File: src/rtl/tracker_pkg.sv
// Shared types for the fetch/retire tracker: queue entry layout, FSM states, stats width.
package tracker_pkg;

    localparam int STAT_WIDTH  = 32;
    localparam int TRK_PC_W    = 16;
    localparam int TRK_INSTR_W = 16;

    typedef struct packed {
        logic [TRK_PC_W-1:0]    pc;
        logic [TRK_INSTR_W-1:0] instr;
    } trk_entry_t;

    typedef enum logic {
        RUN  = 1'b0,
        HALT = 1'b1
    } trk_state_t;

endpackage

File: src/rtl/tracker_fifo_mem.sv
// Entry storage for the tracker: one write port, one asynchronous read port, array not reset.
module tracker_fifo_mem
    import tracker_pkg::*;
#(
    parameter int  DEPTH   = 8,
    parameter type entry_t = trk_entry_t
) (
    input  logic                     clk,
    input  logic                     we,
    input  logic [$clog2(DEPTH)-1:0] waddr,
    input  entry_t                   wdata,
    input  logic [$clog2(DEPTH)-1:0] raddr,
    output entry_t                   rdata
);

    entry_t mem [DEPTH];

    always_ff @(posedge clk) begin
        if (we) mem[waddr] <= wdata;
    end

    assign rdata = mem[raddr];

endmodule

File: src/rtl/fetch_retire_tracker.sv
// In-order fetch/retire tracker with flush, overflow/underflow halt and err_clr recovery.
// Optional retire/flush statistics counters are built when TRACKER_STATS_EN is defined.
module fetch_retire_tracker
    import tracker_pkg::*;
#(
    parameter int ADDR_WIDTH = 16,
    parameter int DATA_WIDTH = 16,
    parameter int DEPTH      = 8
) (
    input  logic                         clk,
    input  logic                         rst_n,
    input  logic                         fetch_valid,
    input  logic [ADDR_WIDTH-1:0]        fetch_pc,
    input  logic [DATA_WIDTH-1:0]        fetch_instr,
    input  logic                         retire_valid,
    input  logic                         flush,
    input  logic                         err_clr,
    output logic                         retire_out_vld,
    output logic [ADDR_WIDTH-1:0]        retire_pc,
    output logic [DATA_WIDTH-1:0]        retire_instr,
    output logic [$clog2(DEPTH+1)-1:0]   occupancy,
    output logic                         full,
    output logic                         empty,
    output logic                         err_overflow,
    output logic                         err_underflow,
    output logic [STAT_WIDTH-1:0]        retire_count,
    output logic [STAT_WIDTH-1:0]        flush_count
);

    localparam int PTR_W = $clog2(DEPTH);
    localparam int OCC_W = $clog2(DEPTH+1);
    localparam logic [OCC_W-1:0] OCC_MAX = OCC_W'(DEPTH);

    typedef struct packed {
        logic [ADDR_WIDTH-1:0] pc;
        logic [DATA_WIDTH-1:0] instr;
    } entry_t;

    trk_state_t       state;
    logic [PTR_W-1:0] rd_ptr, wr_ptr;
    entry_t           wr_entry, rd_entry;
    logic             run, do_retire, do_push, underflow, overflow;

    assign full     = (occupancy == OCC_MAX);
    assign empty    = (occupancy == '0);
    assign wr_entry = '{pc: fetch_pc, instr: fetch_instr};

    // err_clr overrides everything else, so it also masks the datapath enables.
    always_comb begin
        run       = (state == RUN) && !err_clr;
        do_retire = run && retire_valid && !empty;
        underflow = run && retire_valid && empty;
        do_push   = run && fetch_valid && !flush && !underflow && (!full || do_retire);
        overflow  = run && fetch_valid && !flush && !underflow && full && !do_retire;
    end

    tracker_fifo_mem #(.DEPTH(DEPTH), .entry_t(entry_t)) u_mem (
        .clk   (clk),
        .we    (do_push),
        .waddr (wr_ptr),
        .wdata (wr_entry),
        .raddr (rd_ptr),
        .rdata (rd_entry)
    );

    always_ff @(posedge clk or negedge rst_n) begin
        if (!rst_n) begin
            state          <= RUN;
            rd_ptr         <= '0;
            wr_ptr         <= '0;
            occupancy      <= '0;
            retire_out_vld <= 1'b0;
            retire_pc      <= '0;
            retire_instr   <= '0;
            err_overflow   <= 1'b0;
            err_underflow  <= 1'b0;
        end else if (err_clr) begin
            state          <= RUN;
            rd_ptr         <= '0;
            wr_ptr         <= '0;
            occupancy      <= '0;
            retire_out_vld <= 1'b0;
            err_overflow   <= 1'b0;
            err_underflow  <= 1'b0;
        end else begin
            retire_out_vld <= do_retire;
            if (do_retire) begin
                retire_pc    <= rd_entry.pc;
                retire_instr <= rd_entry.instr;
            end
            if (underflow) err_underflow <= 1'b1;
            if (overflow)  err_overflow  <= 1'b1;
            if (underflow || overflow) state <= HALT;
            // Flush drops the queue after the head has been captured for retire.
            if (run && flush) begin
                rd_ptr    <= '0;
                wr_ptr    <= '0;
                occupancy <= '0;
            end else begin
                if (do_retire) rd_ptr <= rd_ptr + 1'b1;
                if (do_push)   wr_ptr <= wr_ptr + 1'b1;
                occupancy <= occupancy + OCC_W'(do_push) - OCC_W'(do_retire);
            end
        end
    end

`ifdef TRACKER_STATS_EN
    // Statistics survive err_clr; only reset clears them.
    always_ff @(posedge clk or negedge rst_n) begin
        if (!rst_n) begin
            retire_count <= '0;
            flush_count  <= '0;
        end else begin
            if (do_retire)   retire_count <= retire_count + 1'b1;
            if (run && flush) flush_count <= flush_count + 1'b1;
        end
    end
`else
    assign retire_count = '0;
    assign flush_count  = '0;
`endif

endmodule

File: config.mk
export PLATFORM = sky130hd
export DESIGN_NAME = fetch_retire_tracker
export DESIGN_NICKNAME = d
export VERILOG_FILES = /design/src/rtl/tracker_pkg.sv /design/src/rtl/tracker_fifo_mem.sv /design/src/rtl/fetch_retire_tracker.sv
export SDC_FILE = /design/constraint.sdc
export NUM_CORES = 1
export LEC_CHECK = 0
export BUFFER_PORTS_ARGS = -buffer_cell sky130_fd_sc_hd__buf_2
export CORE_UTILIZATION = 35
export CTS_CLUSTER_DIAMETER = 40
export DETAILED_ROUTE_END_ITERATION = 8
export PLACE_DENSITY_LB_ADDON = 0.08
export SLEW_MARGIN = 10
export SYNTH_ARGS = -nofsm -noshare
export SYNTH_HDL_FRONTEND = slang
export SYNTH_SLANG_ARGS = --single-unit
File: constraint.sdc
create_clock -name clk -period 10.1 [get_ports clk]
set_input_delay 3.03 -clock clk [delete_from_list [all_inputs] [get_ports clk]]
set_output_delay 3.03 -clock clk [all_outputs]
set_load 0.02 [all_outputs]
## Word-level counts from Yosys, hierarchy flattened

Memory sizes are Yosys's and may differ from the RTL's. A register that Yosys moved wholly into a read port is not among the register bits.
Index checks and enable logic that the tools add are counted.

- Flip-flop bits (word level): 14
- Memory bits (writable): 256
- Input bits: 38
- Output and inout port bits: 105
- Word-level logic and storage cells: 59
- Memories: 1

Memory list:

| memory | words | bits a word | rd ports | clocked after Yosys merged registers in | wr ports | RTL line | source |
|---|---|---|---|---|---|---|---|
| u_mem.mem | 8 | 32 | 1 | 1 | 1 | tracker_fifo_mem.sv:16 | `entry_t mem [DEPTH];` |

- Add/subtract/negate cells: 4
- Equality and inequality tests: 1
- Muxes and demuxes: 17
- Bitwise logic cells: 2
- Reduce and logical (&&, ||, !) cells: 27

Operators with widths:

| operator | count |
|---|---|
| 3-bit two-way mux | 6 |
| 1-bit logical AND | 11 |
| 1-bit two-way mux | 9 |
| 4-bit two-way mux | 2 |
| 1-bit zero test | 7 |
| 3-bit by 1-bit adder with 3-bit output, second input constant | 2 |
| 2-bit nonzero test | 3 |
| 3-bit nonzero test | 2 |
| 4-bit by 1-bit adder with 4-bit output | 1 |
| 4-bit == test, second input constant | 1 |
| 4-bit zero test | 1 |
| 4-bit by 1-bit subtractor with 4-bit output | 1 |
| 1-bit logical OR | 2 |
| 1-bit inverter | 2 |
| 2-bit AND reduction | 1 |

## Longest topological paths before layout

- Depth in word-level cells: 11
- Mapped depth: 12
- Gate-level depth less buffers: 12

## By module

Synthesis repeated with hierarchy kept, for this count alone.

- Cell total of the unflattened synthesis: 596
- Area total of the unflattened synthesis: 12445.7 µm²

By module, submodules not included:

| module | times used | cells an instance | area each (µm²) | seq. area each (µm²) |
|---|---|---|---|---|
| tracker_fifo_mem | 1 | 383 | 9825.7 | 7687.4 |
| fetch_retire_tracker | 1 | 213 | 2620.0 | 1151.1 |

## Least setup slack after synthesis

OpenSTA, ideal clock, no wires.

- Path kind: input -> register
- From: input port err_clr
- To: memory u_mem.mem[0][0] (netlist bit) (enable)
- Setup time: 461 ps
- Arrival time: 6021 ps
- Required time: 9639 ps
- Slack: 3618 ps
- Stages on the path: 5
- Path buffers: 1
- Cell sequence: buf_6 nor4b_4 o31ai_4 nand2b_4 nor3_1

- Longest elaborated chain between the ends: 9
- Elaborated cells between the ends (all ways): 13
- Classes of those cells: mux: 2; reduce/logical: 11

RTL lines:

| element | RTL line | source |
|---|---|---|
| start, declared | fetch_retire_tracker.sv:17 | `input logic err_clr,` |
| 1-bit zero test * | fetch_retire_tracker.sv:50 | `run = (state == RUN) && !err_clr;` |
| 1-bit logical AND * | fetch_retire_tracker.sv:50 |  |
| 1-bit logical AND | fetch_retire_tracker.sv:51, fetch_retire_tracker.sv:52 |  |
| 1-bit logical AND | fetch_retire_tracker.sv:52 | `underflow = run && retire_valid && empty;` |
| 1-bit zero test | fetch_retire_tracker.sv:53 | `do_push = run && fetch_valid && !flush && !underflow && (!full \|\| do_retire);` |
| 1-bit logical AND | fetch_retire_tracker.sv:53 |  |
| 1-bit logical AND * | fetch_retire_tracker.sv:53 |  |
| 1-bit two-way mux * | tracker_fifo_mem.sv:19 | `if (we) mem[waddr] <= wdata;` |
| 1-bit two-way mux (not written as such) * | tracker_fifo_mem.sv:19 |  |
| end, declared | tracker_fifo_mem.sv:16 |  |

Every way passes the cells marked *; elsewhere a longest branch is shown, timed or not.

## Final worst setup path

- From: input port err_clr
- To: register occupancy[1]

- Longest elaborated chain between the ends: 11
- Elaborated cells between the ends (all ways): 16
- Classes of those cells: add/sub: 2; mux: 2; reduce/logical: 12

RTL lines:

| element | RTL line | source |
|---|---|---|
| 1-bit zero test | fetch_retire_tracker.sv:50 |  |
| 1-bit logical AND | fetch_retire_tracker.sv:50 |  |
| 1-bit logical AND | fetch_retire_tracker.sv:51, fetch_retire_tracker.sv:52 |  |
| 1-bit logical AND | fetch_retire_tracker.sv:52 |  |
| 1-bit zero test | fetch_retire_tracker.sv:53 |  |
| 1-bit logical AND (2 in a row) | fetch_retire_tracker.sv:53 |  |
| 4-bit by 1-bit adder with 4-bit output | fetch_retire_tracker.sv:102 | `occupancy <= occupancy + OCC_W'(do_push) - OCC_W'(do_retire);` |
| 4-bit by 1-bit subtractor with 4-bit output | fetch_retire_tracker.sv:102 |  |
| 4-bit two-way mux | fetch_retire_tracker.sv:95 | `if (run && flush) begin` |
| 4-bit two-way mux * | fetch_retire_tracker.sv:77 | `end else if (err_clr) begin` |
| end signal, assigned | fetch_retire_tracker.sv:102 |  |
| end, declared | fetch_retire_tracker.sv:21 | `output logic [$clog2(DEPTH+1)-1:0] occupancy,` |

Marked as above.
A chain may end at the register's enable or synchronous reset.

==> metrics.md <==
| Metric | Value |
|---|---|
| Leading register cell type out of synthesis | `edfxtp_1` |
| Sequential fraction of the synthesis area | `between 70 and 80%` |
| CP Capture Type | `flip-flop` |
| Most common cell after layout, fill and taps aside | `edfxtp_1` |
| Largest incremental delay on the critical path | `a little over 0.8 ns` |
| Switching Share | `23.9%` |
| Post-synthesis mux area share | `approximately a tenth` |
| Final GP Congestion | `slightly above 0.7` |
| Core area | `~34000 sq um` |
| Post-DR wirelength/cell | `between 20 and 25 um` |
| Dpl hpwl | `around 15000 um` |
| Rows | `roughly 70` |
| Die W | `189 um` |
| Worst VDD drop | `0.119 mV` |
| Clock network fraction of design power | `48.7%` |
| Compound-Gate Fraction of Synth Area | `4.70%` |
| CTS clk-pin slew, worst paths | `around 0.05 ns` |
| Largest net degree at the start of global routing | `60` |
| Fillers | `roughly 3100` |
| Die Y | `between 150 and 200 um` |
| Worst Path Buf+Inv | `3` |
| Antenna Nets Post-Route | `0` |
| Max Clk Rate | `0.188 GHz` |
| Slew Viols, Final | `0` |
| Least-Margin Pin Slew | `roughly 1.1 ns` |
| Critical-path cell list | `buf_2 -> nor2_1 -> nand3_4 -> inv_2 -> o21ai_0 -> ha_1 -> inv_1 -> fa_1 -> nor2_1` |
| Final Hold Viols | `0` |
| Synth Instances | `770` |
| Register share of total power | `~42%` |
| Antenna cells | `0` |
| Die area | `between 30000 and 40000 sq um` |
| Hold buffer count at cts | `0` |
| Most frequent cells in the layout | `edfxtp_1 (256), mux2i_1 (130), buf_2 (78)` |
| Drt first-iter violations | `about 450` |
| Input/output buffers | `approximately 80` |
| # Max-Cap Violations | `0` |
| Unique masters post-synth | `39` |
| Crit-path leading delay family | `buffers and inverters` |
| CTS tree | `yes` |
| Comb pwr share | `8.9%` |
| Crit-path most repeated cell | `nor2_1` |
| P&R area growth vs syn | `19.4%` |
| Adder-Cell Fraction of Synth Area | `less than 1%` |
| CTS Sinks | `slightly above 300` |
| Yosys warning total | `0` |
| Ys async rst share | `approximately 15%` |
| Via Count | `between 6000 and 7000` |
| Final Instance Count excl. Fillers | `~1400` |
| H-Tree Depth | `2` |
| Fin crit period | `5.31 ns` |
| Drt pass-1 iters | `4` |
| Yosys reg bits | `roughly 300` |
| Status | `finished clean` |
| DRT Wirelength | `between 20000 and 30000 um` |
| RSZ-0062 raised after global routing | `no` |
| Int Pwr | `between 0.002 and 0.003 W` |
| Syn avg cell area | `around 16 sq um` |
| Relative slew slack | `26.6%` |
| Initial Util | `between 30 and 40%` |
| Critical-path top delay cell | `inv_2` |
| Final instance area | `about 15000 sq um` |
| Pwr/cell area | `between 200 and 250 nW/um^2` |
| Initial antenna violation count | `1` |
| First-pass GRT wire length | `around 41000 um` |
| CTS-repair resized insts | `0` |
| Via density | `roughly 4.8` |
| Req. time, crit path | `~11 ns` |
| Worst Path Max Fanout | `36` |
| Leakage power | `5.16 nW` |
| CTS buffer count | `47` |
| Period utilization | `52.6%` |
| Crit Path Class | `primary input to flip-flop` |
| Sw power | `0.000831 W` |
| Largest family of logic cells by synthesized area | `multiplexers` |
| Final worst slack | `around 4.8 ns` |
| Dpl cells | `around 1300` |
| CTS max path bufs | `3` |
| GRT Total Usage | `between 15 and 20%` |
| Synth Cell Area | `~12000 sq um` |
| Setup TNS | `0 ns` |
| Final setup violation count | `0` |
| Grt ovf | `0` |
| Post-synth EDFFs | `256` |
| Worst-skew pair later-pin latency | `~0.54 ns` |
| Share of layout cells above drive strength 1 | `a little over a fifth` |
| Pre-CTS setup slack | `around 4.2 ns` |
| Simple-Gate Fraction of Synth Area | `roughly 5.3%` |
| DRC | `0` |
| Final nets | `921` |
| Worst min path class | `flip-flop to flip-flop` |
| Number of global-route vias before repair | `between 6000 and 7000` |
| CTS Root Cell | `clkbuf_16` |
| Startpoint class of the critical path | `primary input` |
| Post-CTS setup buffers | `0` |
| Post-Synth XOR/XNOR Area | `less than 1%` |
| Clock Skews | `between 0.009 and 0.01 ns` |
| Crit path DAT | `a little under 6 ns` |
| Ports | `around 140` |
| Placed inst area | `approximately 13000 sq um` |
power by group through the flow:
stage	clock, W	combinational [W]	sequential (W)
after floorplan	0	0.000126	0.00157
after global placement	0	0.000311	0.00150
after detailed placement	0	0.000315	0.00150
after CTS	0.00173	0.000316	0.00148
after global routing	0.00179	0.000342	0.00148
final	0.00169	0.000310	0.00148
Yosys cell counts (2+ instances only):
master | instances | share of area [%]
dfrtp_1 | 46 | 9.4
ha_1 | 7 | 0.72
nor2_1 | 17 | 0.52
nand2b_1 | 3 | 0.15
nor2b_1 | 2 | 0.10
inv_1 | 10 | 0.31
edfxtp_1 | 256 | 63
a31oi_1 | 2 | 0.10
a22oi_1 | 64 | 3.9
xor2_1 | 2 | 0.14
buf_2 | 10 | 0.41
clkbuf_1 | 13 | 0.40
a21oi_1 | 5 | 0.20
nand3_1 | 33 | 1.3
nand2_1 | 68 | 2.1
nand4_1 | 2 | 0.10
buf_4 | 76 | 4.7
mux2i_1 | 130 | 11
xnor2_1 | 2 | 0.14
and2_1 | 3 | 0.15
worst paths after layout:
kind | startpoint | to | slack (ns) | cells after the start
min in group asynchronous | rst_n | retire_instr[7] | 2.61 | 2
hold / removal | retire_instr[10] | retire_instr[10] | 0.47 | 2
hold reg to reg | retire_instr[10] | retire_instr[10] | 0.47 | 2
setup / recovery | err_clr | occupancy[1] | 4.79 | 9
setup reg to reg | occupancy[2] | occupancy[2] | 6.70 | 11
max in group asynchronous | rst_n | rd_ptr[1] | 6.97 | 2
stage by stage:
step           power, W  util [%]  hold WS, ns
2_1_floorplan   0.00170         -        0.523
3_5_place_dp    0.00182      37.5        0.464
4_1_cts         0.00353      42.4        0.477
5_1_grt         0.00362      42.4        0.497
3_3_place_gp    0.00181      37.5        0.466
6_report        0.00348      42.4        0.468
cell type report:
type	instances	area (sq um)	share of cell area (%)
clock buffers	59	1280	8.79
inverters	11	41.3	0.283
clock inverters	28	394	2.70
multi-input cells	419	2970	20.3
repair buffers	94	510	3.49
well taps	455	569	3.90
flip-flops and latches	302	8840	60.5
flip-flops by register name, summed over array words and instances, names as in the netlist, 3 cells and up:
name / count
u_mem.mem: 256
retire_instr: 16
retire_pc: 16
occupancy: 4
rd_ptr: 3
wr_ptr: 3
tightest hold or removal path, cell delays in order, from the launching register on:
cell and delay, ns:
dfrtp_1 0.33, nand2_1 0.05, nand2_1 0.05
kinds of logic after synthesis:
logic type	after synthesis
DFF	302
and+or+nand+nor	136
muxes	130
buffers and inverters	112
AOI/OAI and AO/OA	77
adders and majority gates	8
xor gates and xnor gates	4
other	1
layer usage:
metal | part of all wire (%) | track usage [%] | up-vias
met5 | 0.044 | 0 | -
met4 | 2.6 | 5.71 | 2
met3 | 4.9 | 3.24 | 58
met2 | 47 | 25.4 | 197
met1 | 45 | 20.5 | 3267
li1 | - | - | 3002
Note: power is estimated with default switching activity, not from simulation.
